File: config.mk
export PLATFORM = sky130hd
export DESIGN_NAME = dvt_printf_tx
export DESIGN_NICKNAME = d
export VERILOG_FILES = /design/src/rtl/dvt_printf_pkg.sv /design/src/rtl/dvt_printf_tx.sv
export SDC_FILE = /design/constraint.sdc
export NUM_CORES = 1
export LEC_CHECK = 0
export ABC_AREA = 0
export CORE_MARGIN = 2
export CORE_UTILIZATION = 40
export CTS_BUF_LIST = sky130_fd_sc_hd__clkbuf_8
export CTS_CLUSTER_DIAMETER = 100
export DETAILED_ROUTE_END_ITERATION = 10
export PLACE_DENSITY = 0.68
export SYNTH_ARGS = -nofsm -noshare
export SYNTH_HDL_FRONTEND = slang
export SYNTH_SLANG_ARGS = --single-unit
File: constraint.sdc
create_clock -name clk -period 6.4 [get_ports clk]
set_clock_uncertainty 0.15 [all_clocks]
set_input_delay 1.28 -clock clk [delete_from_list [all_inputs] [get_ports clk]]
set_output_delay 1.28 -clock clk [all_outputs]
set_load 0.02 [all_outputs]
File: src/rtl/dvt_printf_pkg.sv
// Shared types and constants for the DVT printf mailbox producer (dvt_printf_tx).
package dvt_printf_pkg;

    typedef enum logic [2:0] {
        ST_IDLE,
        ST_FILL,
        ST_WRITE,
        ST_ZERO,
        ST_NOTIFY
    } state_e;

    localparam int LINE_WORDS = 15;
    localparam int LINE_BYTES = 120;

    localparam logic [3:0] LAST_WORD_IDX  = 4'(LINE_WORDS - 1);
    localparam logic [6:0] LINE_BYTES_CNT = 7'(LINE_BYTES);

    localparam logic [7:0] TERM_NUL = 8'h00;
    localparam logic [7:0] TERM_LF  = 8'h0A;
    localparam logic [7:0] TERM_CR  = 8'h0D;

    // Positions on the DVT flag bus, shared with the testbench flag map
    localparam int DVTF_PRINTF_CMD_BIT = 3;
    localparam int DVTF_PAT_W          = 32;

    function automatic logic is_term(input logic [7:0] b);
        return (b == TERM_NUL) || (b == TERM_LF) || (b == TERM_CR);
    endfunction

endpackage

File: src/rtl/dvt_printf_tx.sv
// Printf mailbox producer: packs a character line into a 15-word frame and raises DVTF_PRINTF_CMD.
// Optional flag-clear timeout is built in when DVT_PRINTF_TIMEOUT_EN is defined.
module dvt_printf_tx
    import dvt_printf_pkg::*;
#(
    parameter logic [31:0] BUF_BASE    = 32'h0000_1000,
    parameter int unsigned ACK_TIMEOUT = 65535
) (
    input  logic                  clk,
    input  logic                  rst_n,
    input  logic                  char_valid,
    output logic                  char_ready,
    input  logic [7:0]            char_data,
    input  logic [1:0]            core_id,
    output logic                  mem_req,
    input  logic                  mem_gnt,
    output logic [31:0]           mem_addr,
    output logic [63:0]           mem_wdata,
    output logic [7:0]            mem_mask,
    output logic                  flag_cmd,
    output logic [DVTF_PAT_W-1:0] flag_pat,
    input  logic                  flag_clr,
    output logic                  err_timeout
);

    state_e                  state_q, state_d;
    logic [6:0]              byte_cnt_q, byte_cnt_d;
    logic [3:0]              word_idx_q, word_idx_d;
    logic [63:0]             word_sr_q, word_sr_d;
    logic [1:0]              core_id_q, core_id_d;
    logic                    line_end_q, line_end_d;
    logic                    char_ready_q, char_ready_d;
    logic                    mem_req_q, mem_req_d;
    logic [31:0]             mem_addr_q, mem_addr_d;
    logic [63:0]             mem_wdata_q, mem_wdata_d;
    logic                    flag_cmd_q, flag_cmd_d;
    logic [DVTF_PAT_W-1:0]   flag_pat_q, flag_pat_d;
    logic                    accept;
    logic                    term;

`ifdef DVT_PRINTF_TIMEOUT_EN
    localparam logic [15:0] TMO_LAST = 16'(ACK_TIMEOUT - 1);
    logic [15:0] tmo_cnt_q, tmo_cnt_d;
    logic        err_timeout_q, err_timeout_d;
`endif

    always_comb begin
        state_d    = state_q;
        byte_cnt_d = byte_cnt_q;
        word_idx_d = word_idx_q;
        word_sr_d  = word_sr_q;
        core_id_d  = core_id_q;
        line_end_d = line_end_q;
        accept     = char_valid && char_ready_q;
        term       = is_term(char_data);
`ifdef DVT_PRINTF_TIMEOUT_EN
        tmo_cnt_d     = '0;
        err_timeout_d = err_timeout_q;
`endif
        unique case (state_q)
            ST_IDLE, ST_FILL: begin
                if (accept) begin
                    if (state_q == ST_IDLE) begin
                        core_id_d  = core_id;
                        word_idx_d = '0;
                        byte_cnt_d = '0;
                        word_sr_d  = '0;
                    end
                    // Byte position within the word is the low 3 bits of the line count
                    word_sr_d[{~byte_cnt_d[2:0], 3'b000} +: 8] = term ? TERM_NUL : char_data;
                    byte_cnt_d = byte_cnt_d + 7'd1;
                    line_end_d = term;
                    if (term || (byte_cnt_d[2:0] == 3'd0)) begin
                        state_d = ST_WRITE;
                    end else begin
                        state_d = ST_FILL;
                    end
                end
            end
            ST_WRITE: begin
                if (mem_gnt) begin
                    word_idx_d = word_idx_q + 4'd1;
                    word_sr_d  = '0;
                    if (word_idx_q == LAST_WORD_IDX) begin
                        state_d = ST_NOTIFY;
                    end else if (line_end_q || (byte_cnt_q == LINE_BYTES_CNT)) begin
                        state_d = ST_ZERO;
                    end else begin
                        state_d = ST_FILL;
                    end
                end
            end
            ST_ZERO: begin
                if (mem_gnt) begin
                    word_idx_d = word_idx_q + 4'd1;
                    if (word_idx_q == LAST_WORD_IDX) begin
                        state_d = ST_NOTIFY;
                    end
                end
            end
            ST_NOTIFY: begin
                if (flag_clr) begin
                    state_d = ST_IDLE;
                end
`ifdef DVT_PRINTF_TIMEOUT_EN
                else if (tmo_cnt_q == TMO_LAST) begin
                    state_d       = ST_IDLE;
                    err_timeout_d = 1'b1;
                end else begin
                    tmo_cnt_d = tmo_cnt_q + 16'd1;
                end
`endif
            end
            default: state_d = ST_IDLE;
        endcase

        // Outputs are registered from the next state so they change with the state flop
        char_ready_d = (state_d == ST_IDLE) || (state_d == ST_FILL);
        mem_req_d    = (state_d == ST_WRITE) || (state_d == ST_ZERO);
        mem_addr_d   = mem_req_d ? (BUF_BASE + {25'd0, word_idx_d, 3'd0}) : '0;
        mem_wdata_d  = mem_req_d ? word_sr_d : '0;
        flag_cmd_d   = (state_d == ST_NOTIFY);
        flag_pat_d   = flag_cmd_d ? (BUF_BASE | {30'd0, core_id_d}) : '0;
    end

    always_ff @(posedge clk or negedge rst_n) begin
        if (!rst_n) begin
            state_q      <= ST_IDLE;
            byte_cnt_q   <= '0;
            word_idx_q   <= '0;
            word_sr_q    <= '0;
            core_id_q    <= '0;
            line_end_q   <= 1'b0;
            char_ready_q <= 1'b1;
            mem_req_q    <= 1'b0;
            mem_addr_q   <= '0;
            mem_wdata_q  <= '0;
            flag_cmd_q   <= 1'b0;
            flag_pat_q   <= '0;
        end else begin
            state_q      <= state_d;
            byte_cnt_q   <= byte_cnt_d;
            word_idx_q   <= word_idx_d;
            word_sr_q    <= word_sr_d;
            core_id_q    <= core_id_d;
            line_end_q   <= line_end_d;
            char_ready_q <= char_ready_d;
            mem_req_q    <= mem_req_d;
            mem_addr_q   <= mem_addr_d;
            mem_wdata_q  <= mem_wdata_d;
            flag_cmd_q   <= flag_cmd_d;
            flag_pat_q   <= flag_pat_d;
        end
    end

`ifdef DVT_PRINTF_TIMEOUT_EN
    always_ff @(posedge clk or negedge rst_n) begin
        if (!rst_n) begin
            tmo_cnt_q     <= '0;
            err_timeout_q <= 1'b0;
        end else begin
            tmo_cnt_q     <= tmo_cnt_d;
            err_timeout_q <= err_timeout_d;
        end
    end

    assign err_timeout = err_timeout_q;
`else
    // ACK_TIMEOUT only has an effect when the timeout counter is built in
    assign err_timeout = (ACK_TIMEOUT == 0) && 1'b0;
`endif

    assign char_ready = char_ready_q;
    assign mem_req    = mem_req_q;
    assign mem_addr   = mem_addr_q;
    assign mem_wdata  = mem_wdata_q;
    assign mem_mask   = 8'hFF;
    assign flag_cmd   = flag_cmd_q;
    assign flag_pat   = flag_pat_q;

endmodule
After elaboration in Yosys (flattened, before gate mapping)
Cells that the tools add are included.

storage, ports and cells
  register bits = 175
  input bits = 15
  output and inout port bits = 140
  logic and storage cells = 75

cells by class
  $add $sub $neg = 4
  eq/ne operators = 12
  shift-type cells = 2
  mux-type cells = 30
  bitwise operators = 1
  reductions and logical operators = 14

operators by type and width
  cell                                                  number
  2-to-1 mux 64 bit                                     6
  one-hot mux 64 bit (2 select lines)                   1
  bitwise mux 64 bit                                    1
  variable shift 8 x 8 -> 64 bit, first input constant  1
  indexed part select 8 x 8 -> 64 bit                   1
  2-to-1 mux 7 bit                                      3
  2-to-1 mux 3 bit                                      6
  == test 8 x 4 -> 1 bit, second input constant         2
  adder 13 x 7 -> 14 bit, first input constant          1
  2-to-1 mux 14 bit                                     1
  2-to-1 mux 13 bit                                     1
  == test 3 x 2 -> 1 bit, second input constant         4
  2-to-1 mux 4 bit                                      3
  one-hot mux 3 bit (4 select lines)                    1
  2-to-1 mux 2 bit                                      5
  zero test 3 bit                                       3
  zero test 8 bit                                       1
  2-to-1 mux 8 bit                                      1
  negation 6 -> 8 bit                                   1
  one-hot mux 4 bit (2 select lines)                    1
  adder 7 x 1 -> 7 bit, second input constant           1
  == test 7 bit, second input constant                  1
  == test 3 x 1 -> 1 bit, second input constant         2
  == test 3 bit, second input constant                  2
  other kinds (7)                                       13

Logic depth before layout (Yosys ltp)
Gate-level depths: netlist of run 1.

  word-level depth = 13
  gate-level depth with buffers = 12
  depth with buffers taken out = 8

Worst setup path before layout of run 1
No wires, ideal clock.

  path type = input port to flip-flop
  start = in char_data[4]
  end = reg mem_wdata_q[32], in the netlist mem_wdata[32]
  setup time = 0.119 ns
  arrival = 2.715 ns
  data required time = 6.131 ns
  setup slack = 3.416 ns
  stages = 6
  buffers on the path = 1
  cells stage by stage = buf_2 or4_1 o211ai_1 nand2b_1 a21bo_2 and2_1

between the ends
  elaborated cells between the ends (all ways) = 18
  those cells by class = eq/ne (4); shift (1); mux (8); reduce/logical (5)

RTL lines
  item                                                              line                  source
  from (decl)                                                       dvt_printf_tx.sv:13   input logic [7:0] char_data,
  == test 8 x 4 -> 1 bit / zero test 8 bit (equally long branches)  dvt_printf_pkg.sv:27  return (b == TERM_NUL) || (b == TERM_LF) || (b == TERM_CR);
  logical OR 1 bit (2 in series)                                    dvt_printf_pkg.sv:27
  2-to-1 mux 8 bit (*)                                              dvt_printf_tx.sv:70   word_sr_d[{~byte_cnt_d[2:0], 3'b000} +: 8] = term ? TERM_NUL : char_data;
  indexed part select 8 x 8 -> 64 bit (*)                           dvt_printf_tx.sv:70
  bitwise mux 64 bit (*)                                            dvt_printf_tx.sv:70
  2-to-1 mux 64 bit (*)                                             dvt_printf_tx.sv:62   if (accept) begin
  one-hot mux 64 bit (2 select lines) (*)                           dvt_printf_tx.sv:60   unique case (state_q)
  net word_sr_d[32]                                                 dvt_printf_tx.sv:29   logic [63:0] word_sr_q, word_sr_d;
  2-to-1 mux 64 bit (*)                                             dvt_printf_tx.sv:121  mem_wdata_d = mem_req_d ? word_sr_d : '0;
  net mem_wdata_d[32]                                               dvt_printf_tx.sv:35   logic [63:0] mem_wdata_q, mem_wdata_d;
  to (signal assigned)                                              dvt_printf_tx.sv:150  mem_wdata_q <= mem_wdata_d;
  to (decl)                                                         dvt_printf_tx.sv:35

Mark *: on every way through the listed nets, which the timed path passes. The rest lies on a longest branch.
A chain may end at the register's enable or synchronous reset.

Final worst setup path of run 1
  start = in char_valid
  end = reg mem_wdata_q[16], in the netlist mem_wdata[16]

between the ends
  elaborated cells between the ends (all ways) = 9
  those cells by class = eq/ne (2); mux (5); reduce/logical (2)

RTL lines
  item                                 line                  source
  from (decl)                          dvt_printf_tx.sv:11   input logic char_valid,
  logical AND 1 bit                    dvt_printf_tx.sv:54   accept = char_valid && char_ready_q;
  2-to-1 mux 64 bit                    dvt_printf_tx.sv:62
  one-hot mux 64 bit (2 select lines)  dvt_printf_tx.sv:60
  net word_sr_d[16]                    dvt_printf_tx.sv:29
  2-to-1 mux 64 bit                    dvt_printf_tx.sv:121
  net mem_wdata_d[16]                  dvt_printf_tx.sv:35

The timed path passes the listed nets, and every way through them passes these cells.

==> run metrics, run 1 <==
WL/cell 17.0 um; ANT nets after route 0; post_cts resized 0; ys async rst share 100%; Critical Path End Type register; Seq cells post-synth 154; Synth top area share 58.5%; Final GP Congestion 0.876; H-tree levels 4; Synth Cell Area 6550 um2; Fmax achieved 242 MHz; cell taking the most area after synthesis dfrtp_1; # DRC 0; vias per cell 4.96; row cnt 46; fin util 48.4%; CP startpoint kind input pin; number of max-cap violations 0; 1st-pass router iterations 4; core area 15900 um2; hold path cells 2; unrepaired setup endpoints after global routing no; Post-Layout Cell Count 851; initial DRC count 271; critical path data arrival time 4380 ps; clk root buf clkbuf_8; antenna violations before repair 0; number of global-route vias before repair 4217; CP Data Required Time 6640 ps; Final setup viols 0; Tcrit/Tclk final 64.7%; Hold Crit Class reg -> reg; port bufs 89; pwr/cell area 400 nW/um2; Final Max Slew Viols 0; Design Area, Final 7710 um2; Slew HR 27.8%; die height 132 um; Remaining Overflow, GRT 0; Worst Reg-to-Reg Cells 5; reg-to-reg slack, setup 2880 ps; Avg Cell Area, Syn 12.1 um2; die area 17400 um2; Synth Flop Type dfrtp_1; Num CTS Buffers 17; CP max FO 22; later-pin clock latency in the skew report 460 ps; synth unique cells 59; Fin Setup TNS 0 ps; Sink Count 154; initial core utilization 41.1%; clk buf depth 2; cts hold-fix bufs 0; global-route wire length before repair 23200 um; # fillers 1458; Leakage 3.60 nW; final hold violations 0; post-CTS setup buffers 0; largest net degree at the start of global routing 107; post-place instance area 7310 um2; Syn. warnings 0; minimum clock period 4140 ps; CTS tree yes; Placed Instances 819; wirelength, routed 14500 um; Ant. Diodes 0; CTS clk-pin slew, worst paths 80 ps; overall power 3.09 mW; Max VDD drop 0.163 mV; Final HPWL DP 9360 um; area growth from synthesis to layout 17.7%; worst slew pin tran 1080 ps; IO Pins 155; critical path class in -> reg; layout cells sized above 1 8.50%; Via Count 4225; Mapped Cells 543; Die X 132 um; # nets final 640; GRT Total Usage 17.0%; Synth area leaders dfrtp_1 58%, buf_4 7.8%, and2_1 6.9%; sequential share of the synthesized area 58.9%; number of synthesized flops with an enable pin 0; status complete, no violations
-- path summary, 6_finish.rpt --
check	startpoint	end
max	char_valid	mem_wdata[16]$_DFF_PN0_
min	word_sr_q[58]$_DFF_PN0_	word_sr_q[58]$_DFF_PN0_
max reg2reg	state_q[2]$_DFF_PN0_	mem_wdata[16]$_DFF_PN0_
min reg2reg	word_sr_q[58]$_DFF_PN0_	word_sr_q[58]$_DFF_PN0_
max in group asynchronous	rst_n	mem_wdata[16]$_DFF_PN0_
min in group asynchronous	rst_n	mem_wdata[4]$_DFF_PN0_
-- registers in the layout (all words and copies together) (netlist names) --
name,cells
byte_cnt_q,7
char_ready,1
core_id_q,2
flag_cmd,1
flag_pat,2
line_end_q,1
mem_addr,5
mem_wdata,64
state_q,3
word_idx_q,4
word_sr_q,64
-- metrics by stage --
step,hold WS [ps],worst slack (ps)
5_1_grt,346,2090
3_5_place_dp,312,1820
6_report,327,2260
4_1_cts,331,2280
2_1_floorplan,283,3420
3_3_place_gp,303,1970
-- layout by cell type, fill, tap and decap left out, types with 3 or more instances in the layout --
cell / instances
buf_4: 5
clkdlybuf4s50_1: 88
a21o_1: 4
nand2_1: 25
nand2b_1: 5
ha_1: 3
nor3_1: 7
inv_8: 3
nor4_1: 5
a21oi_1: 5
a22o_1: 33
nor2b_1: 3
dfrtp_1: 153
a32o_1: 30
conb_1: 65
xor2_1: 3
clkinvlp_4: 3
and2_1: 72
o21ai_0: 13
nand4_1: 4
clkbuf_8: 17
a31oi_1: 4
inv_1: 6
or4_1: 3
nand3_1: 4
nor2_1: 18
o21ai_1: 3
inv_6: 3
-- synth_stat cells, drive strengths merged, types with 7 or more instances --
master and number:
clkbuf 7, o21ai 16, buf 90, a22o 33, nor4 7, nand2 26, nor3 10, nor2 18
and2 72, dfrtp 153, a32o 30
-- critical path, cell delays in order --
cell,delay (ps)
clkdlybuf4s50_1,520
nand4bb_1,770
nor4b_2,1180
and2_1,270
a32o_1,210
and2_1,140
-- where the power goes --
part / internal [mW] / total (mW) / switching (mW)
logic: 0.391 / 1.03 / 0.642
clock network: 0.355 / 0.739 / 0.384
registers: 1.19 / 1.31 / 0.123
total: 1.94 / 3.09 / 1.15
-- metal layers --
layer  GRT usage, %  wire [um]
met4           5.50        199
met1           22.3       6520
met5              0          0
met2           28.0       7070
met3           4.19        701
-- final cells by class --
| type | instances | area, um2 | share of cell area (%) |
|---|---|---|---|
| Sequential cell | 154 | 3850 | 50.0 |
| Multi-Input combinational cell | 349 | 2230 | 29.0 |
| Timing Repair Buffer | 94 | 930 | 12.1 |
| Tap cell | 216 | 270 | 3.51 |
| Clock buffer | 17 | 234 | 3.04 |
| Clock inverter | 15 | 165 | 2.14 |
| Inverter | 6 | 22.5 | 0.292 |
-- logic make-up after synthesis --
kind of cell | count (synthesis) | synth area share (%)
and+or+nand+nor | 165 | 14.9
adders and majority gates | 3 | 0.573
buffers and inverters | 103 | 10.7
muxes | 2 | 0.344
other | 2 | 0.115
xor gates and xnor gates | 5 | 0.669
AOI/OAI and AO/OA | 109 | 13.9
DFF | 154 | 58.9
Note: power is estimated with default switching activity, not from simulation.
==> run 2, diff against run 1 <==
Settings changed: PLACE_DENSITY 0.68 to 0.71.
Clock period 6.4 ns to 3.45 ns, I/O delays scaled along.
==> run 2 against run 1 <==
Power rose by 89%. Clock-buffer cell count is 1 higher. Combinational power is 100% higher. Sequential cell count stayed put. Global-route usage rose by 0.22 points. Critical path type is now reg -> reg.
==> run metrics, run 2 (same netlist as run 1, synthesis figures left out) <==
status complete, no violations; Final GP Congestion 0.913 (+4.2%); area growth from synthesis to layout 20.3%; worst-path cell chain nor3_4, nor2b_1, ha_1, xnor2_1, nor4_1, o21ai_1, a22o_1, and2_1; IO Pins 155 (unchanged); antenna violations before repair 2 (+2); Remaining Overflow, GRT 0 (unchanged); Num CTS Buffers 17 (unchanged); Final HPWL DP 10300 um (+9.8%); fin util 49.4% (+1.1 points); Int Power 3.70 mW (+91%); largest net degree at the start of global routing 88 (-18%); minimum clock period 3070 ps; post-CTS setup buffers 0 (unchanged); # DRC 0 (unchanged); CTS tree yes; CTS clk-pin slew, worst paths 80 ps (about the same); cts hold-fix bufs 0 (unchanged); layout cells sized above 1 11.3% (+2.8 points); final hold violations 0 (unchanged); later-pin clock latency in the skew report 450 ps (about the same); Tcrit/Tclk final 89.0%; # nets final 662 (+3.4%); met1 WL 6610 um (+1.4%); CP startpoint kind register; Ant. Diodes 0 (unchanged); Critical Path End Type register; number of max-cap violations 0 (unchanged); most common cell after layout, fill and taps aside dfrtp_1; Final Max Slew Viols 0 (unchanged); Slew HR 45.9% (+18 points); H-tree levels 4 (unchanged); ANT nets after route 0 (unchanged); pwr/cell area 741 nW/um2 (+85%); clk buf depth 2 (unchanged); CP Data Required Time 3640 ps (-3000 ps); sw frac 36.6% (-0.66 points); die area 17400 um2 (unchanged); CP max FO 8 (-64%); clk root buf clkbuf_8; unrepaired setup endpoints after global routing no; critical path class reg -> reg; Reg power frac 41.2% (-1.4 points); 1st-pass router iterations 5 (+1); critical path data arrival time 3260 ps (-1120 ps); Hold Crit Class in -> async; CP max stage cell nor4_1; core area 15900 um2 (unchanged); Sink Count 154 (unchanged); post_cts resized 0 (unchanged); Max VDD drop 0.345 mV (+110%); GRT Total Usage 17.3% (+0.22 points); wirelength, routed 14800 um (+2.2%); WL/cell 17.0 um (-0.27%); slowest stage delay, CP 480 ps (-700 ps); die height 132 um (unchanged); Clk pwr share 22.9% (-1.0 points); Final setup viols 0 (unchanged); commonest non-fill, non-tap cells in the layout 153 x dfrtp_1, 88 x clkdlybuf4s50_1, 72 x and2_1; worst slew pin tran 811 ps (-269 ps); Die X 132 um (unchanged); Met3 Wirelength 922 um (+32%); initial DRC count 327 (+21%); Comb pwr share 35.9% (+2.4 points); Via Count 4307 (+1.9%); global-route wire length before repair 23500 um (+1.1%); Fmax achieved 326 MHz; port bufs 89 (unchanged); vias per cell 4.94 (-0.51%); sw power 2.14 mW (+86%); number of global-route vias before repair 4286 (+1.6%); Top Metal Used met5; Fin Setup TNS 0 ps (unchanged); met2 wire length 6940 um (-1.8%); row cnt 46 (unchanged); initial core utilization 41.1% (unchanged); Leakage 3.71 nW (+3.0%)
[run 2: cell type report]
class,instances,area (um2)
multi-input cells,349,2230
flip-flops and latches,154,3850
clock inverters,13,144
well taps,216,270
fillers,1429,8060
clock buffers,18,248
repair buffers,116,1110
inverters,6,22.5
[run 2: power by group through the flow]
stage	logic [mW]	registers, mW	clock network [mW]
2_1_floorplan	1.35	2.50	0
3_3_place_gp	2.08	2.43	0
3_5_place_dp	2.10	2.43	0
4_1_cts	2.10	2.40	1.38
5_1_grt	2.28	2.44	1.45
6_report	2.10	2.41	1.34
[run 2: path summary, 6_finish.rpt]
check	start	to	slack [ps]	cells past startpoint
worst max register to register	state_q[0]$_DFF_PN0_	mem_wdata[39]$_DFF_PN0_	380	8
worst min register to register	word_sr_q[34]$_DFF_PN0_	word_sr_q[34]$_DFF_PN0_	320	2
min in group clk	word_sr_q[34]$_DFF_PN0_	word_sr_q[34]$_DFF_PN0_	320	2
max in group asynchronous	rst_n	mem_wdata[60]$_DFF_PN0_	2210	2
worst max-delay path	state_q[0]$_DFF_PN0_	mem_wdata[39]$_DFF_PN0_	380	8
worst min-delay path	rst_n	mem_wdata[40]$_DFF_PN0_	150	1
[run 2: routing by layer]
| layer | vias to the layer above | GRT usage, % |
|---|---|---|
| met1 | 2133 | 23.1 |
| met2 | 162 | 26.9 |
| met4 | 2 | 6.82 |
| met3 | 27 | 4.61 |
| li1 | 1983 | - |
| met5 | - | 0 |
[run 2: metrics by stage]
stage / hold WS [ps] / total power, mW / std cells / setup WS, ps / instance area [um2]
floorplan: 244 / 3.85 / 606 / 767 / 6790
global placement: 297 / 4.50 / 841 / 194 / 7490
detailed placement: 301 / 4.53 / 841 / 162 / 7490
CTS: 181 / 5.88 / 872 / 441 / 7880
global route: 216 / 6.17 / 872 / 335 / 7880
finish: 151 / 5.84 / 872 / 379 / 7880
[run 2: worst max-delay path, delay by kind of cell, from the launching register on]
family	cells	cell delay, ps
adders and majority gates	1	330
and+or+nand+nor	4	1070
DFF	1	450
xor gates and xnor gates	1	250
AOI/OAI and AO/OA	2	700
==> run 3, diff against run 2 <==
Settings changed: CORE_UTILIZATION 40 to 47, PLACE_DENSITY 0.71 to 0.81.
==> run 3 against run 2 <==
Global-route usage grew 3.1 points. Register-to-register slack lost 30 ps. Cell count shrank 3.9%. Critical endpoint is now mem_wdata[37]$_DFF_PN0_. Largest cell class unchanged. Clock-buffer cell count grew 6. Maximum frequency shrank 0.83%.
==> run metrics, run 3 (same netlist as run 1, synthesis figures left out) <==
worst reg2reg path endpoint mem_wdata[37]$_DFF_PN0_; largest net degree at the start of global routing 68 (-23%); post-CTS setup buffers 0 (unchanged); H-tree levels 4 (unchanged); pwr/cell area 757 nW/um2 (+2.1%); critical path class reg -> reg; final hold violations 0 (unchanged); die height 122 um (-7.5%); slowest stage delay, CP 550 ps (+70 ps); CP max FO 13 (+5); Sink Count 154 (unchanged); port bufs 89 (unchanged); status complete, no violations; Tcrit/Tclk final 89.8% (+0.74 points); IO Pins 155 (unchanged); Final GP Congestion 0.854 (-6.5%); met1 WL 6580 um (-0.50%); area growth from synthesis to layout 20.5%; sw power 2.14 mW (about the same); Hold Crit Class in -> async; critical path data arrival time 3340 ps (+80 ps); Final Max Slew Viols 0 (unchanged); post_cts resized 0 (unchanged); number of max-cap violations 0 (unchanged); Die X 122 um (-7.5%); commonest non-fill, non-tap cells in the layout 153 x dfrtp_1, 88 x clkdlybuf4s50_1, 72 x and2_1; number of global-route vias before repair 4336 (+1.2%); later-pin clock latency in the skew report 450 ps (about the same); Setup crit end mem_wdata[37]$_DFF_PN0_; overall power 5.97 mW (+2.3%); vias per cell 5.21 (+5.6%); Clk pwr share 23.9% (+1.0 points); RR Startpoint state_q[1]$_DFF_PN0_; Int Power 3.84 mW (+3.6%); Remaining Overflow, GRT 0 (unchanged); # DRC 0 (unchanged); Top Metal Used met4; # nets final 662 (unchanged); worst setup path startpoint state_q[1]$_DFF_PN0_; layout cells sized above 1 11.7% (+0.44 points); global-route wire length before repair 22900 um (-2.7%); Num CTS Buffers 17 (unchanged); met2 wire length 7220 um (+4.0%); minimum clock period 3100 ps (+25.6 ps); CP Data Required Time 3690 ps (+50 ps); CP max stage cell dfrtp_1; Final HPWL DP 10300 um (+0.30%); Via Count 4369 (+1.4%); Worst Reg-to-Reg Cells 8 (unchanged); Comb pwr share 35.3% (-0.6 points); Reg power frac 40.7% (-0.5 points); initial DRC count 346 (+5.8%); GRT Total Usage 20.4% (+3.1 points); core area 13700 um2 (-14%); Slew HR 42.4% (-3.5 points); Final setup viols 0 (unchanged); worst slew pin tran 860 ps (+48.9 ps); CTS clk-pin slew, worst paths 80 ps (about the same); ANT nets after route 0 (unchanged); worst-path cell chain nor3_4, nor2b_1, ha_1, xnor2_1, nor4_1, o21ai_1, a22o_1, and2_1; Hold Slack 86.4 ps (-64.9 ps); CTS tree yes; die area 14900 um2 (-14%); CP startpoint kind register; cts hold-fix bufs 0 (unchanged); Fmax achieved 323 MHz (-0.83%); most common cell after layout, fill and taps aside dfrtp_1; Critical Path End Type register; antenna violations before repair 0 (-2); clk buf depth 2 (unchanged); Met3 Wirelength 791 um (-14%); Max VDD drop 0.376 mV (+9.0%); 1st-pass router iterations 5 (unchanged); wirelength, routed 14800 um (about the same); Fin Setup TNS 0 ps (unchanged); sw frac 35.8% (-0.81 points); row cnt 43 (-6.5%); unrepaired setup endpoints after global routing no; Leakage 3.74 nW (+0.66%); clk root buf clkbuf_8; initial core utilization 47.7% (+6.7 points); WL/cell 17.7 um (+4.1%); reg-to-reg slack, setup 350 ps (-30 ps)
[run 3: critical path: cells and delay by family, from the launching register on]
family / cells / cell delay [ps]
xor+xnor: 1 / 400
fa+ha+maj: 1 / 310
simple gates: 4 / 780
flops: 1 / 550
compound gates: 2 / 840
[run 3: layout make-up]
class                   instances  area [um2]
diodes                          1        2.50
clock inverters                 8         106
well taps                     180         225
inverters                       6        22.5
multi-input cells             349        2230
fillers                      1126        5830
repair buffers                116        1120
clock buffers                  24         330
flip-flops and latches        154        3850
[run 3: layer usage]
layer	GRT usage [%]	vias up
met4	7.54	0
met5	0	-
met2	33.0	167
met3	4.87	19
met1	26.9	2212
li1	-	1971
[run 3: power groups by stage]
| stage | Clock [mW] | Sequential, mW | Combinational [mW] |
|---|---|---|---|
| after global placement | 0 | 2.44 | 2.02 |
| final | 1.43 | 2.43 | 2.11 |
| after floorplan | 0 | 2.50 | 1.35 |
| after detailed placement | 0 | 2.46 | 2.10 |
| after global routing | 1.53 | 2.47 | 2.28 |
| after CTS | 1.46 | 2.43 | 2.10 |
[run 3: worst min-delay path by stage]
stage                                       start                         to  cells past startpoint
after CTS                                   rst_n    mem_wdata[38]$_DFF_PN0_                      1
after floorplan                             rst_n  byte_cnt_q[0]$_DFFE_PN0P_                      0
after global routing                        rst_n    word_idx_q[3]$_DFF_PN0_                      1
after detailed placement  word_sr_q[34]$_DFF_PN0_    word_sr_q[34]$_DFF_PN0_                      2
final                                       rst_n     word_sr_q[3]$_DFF_PN0_                      1
after global placement    word_sr_q[34]$_DFF_PN0_    word_sr_q[34]$_DFF_PN0_                      2
[run 3: per-stage QoR]
| step | cells | util, % | instance area (um2) | setup WS (ps) |
|---|---|---|---|---|
| 3_5_place_dp | 805 | 54.3 | 7450 | 359 |
| 6_report | 838 | 57.5 | 7890 | 353 |
| 3_3_place_gp | 805 | 54.3 | 7450 | 440 |
| 4_1_cts | 837 | 57.5 | 7890 | 421 |
| 5_1_grt | 837 | 57.5 | 7890 | 188 |
| 2_1_floorplan | 606 | - | 6790 | 767 |
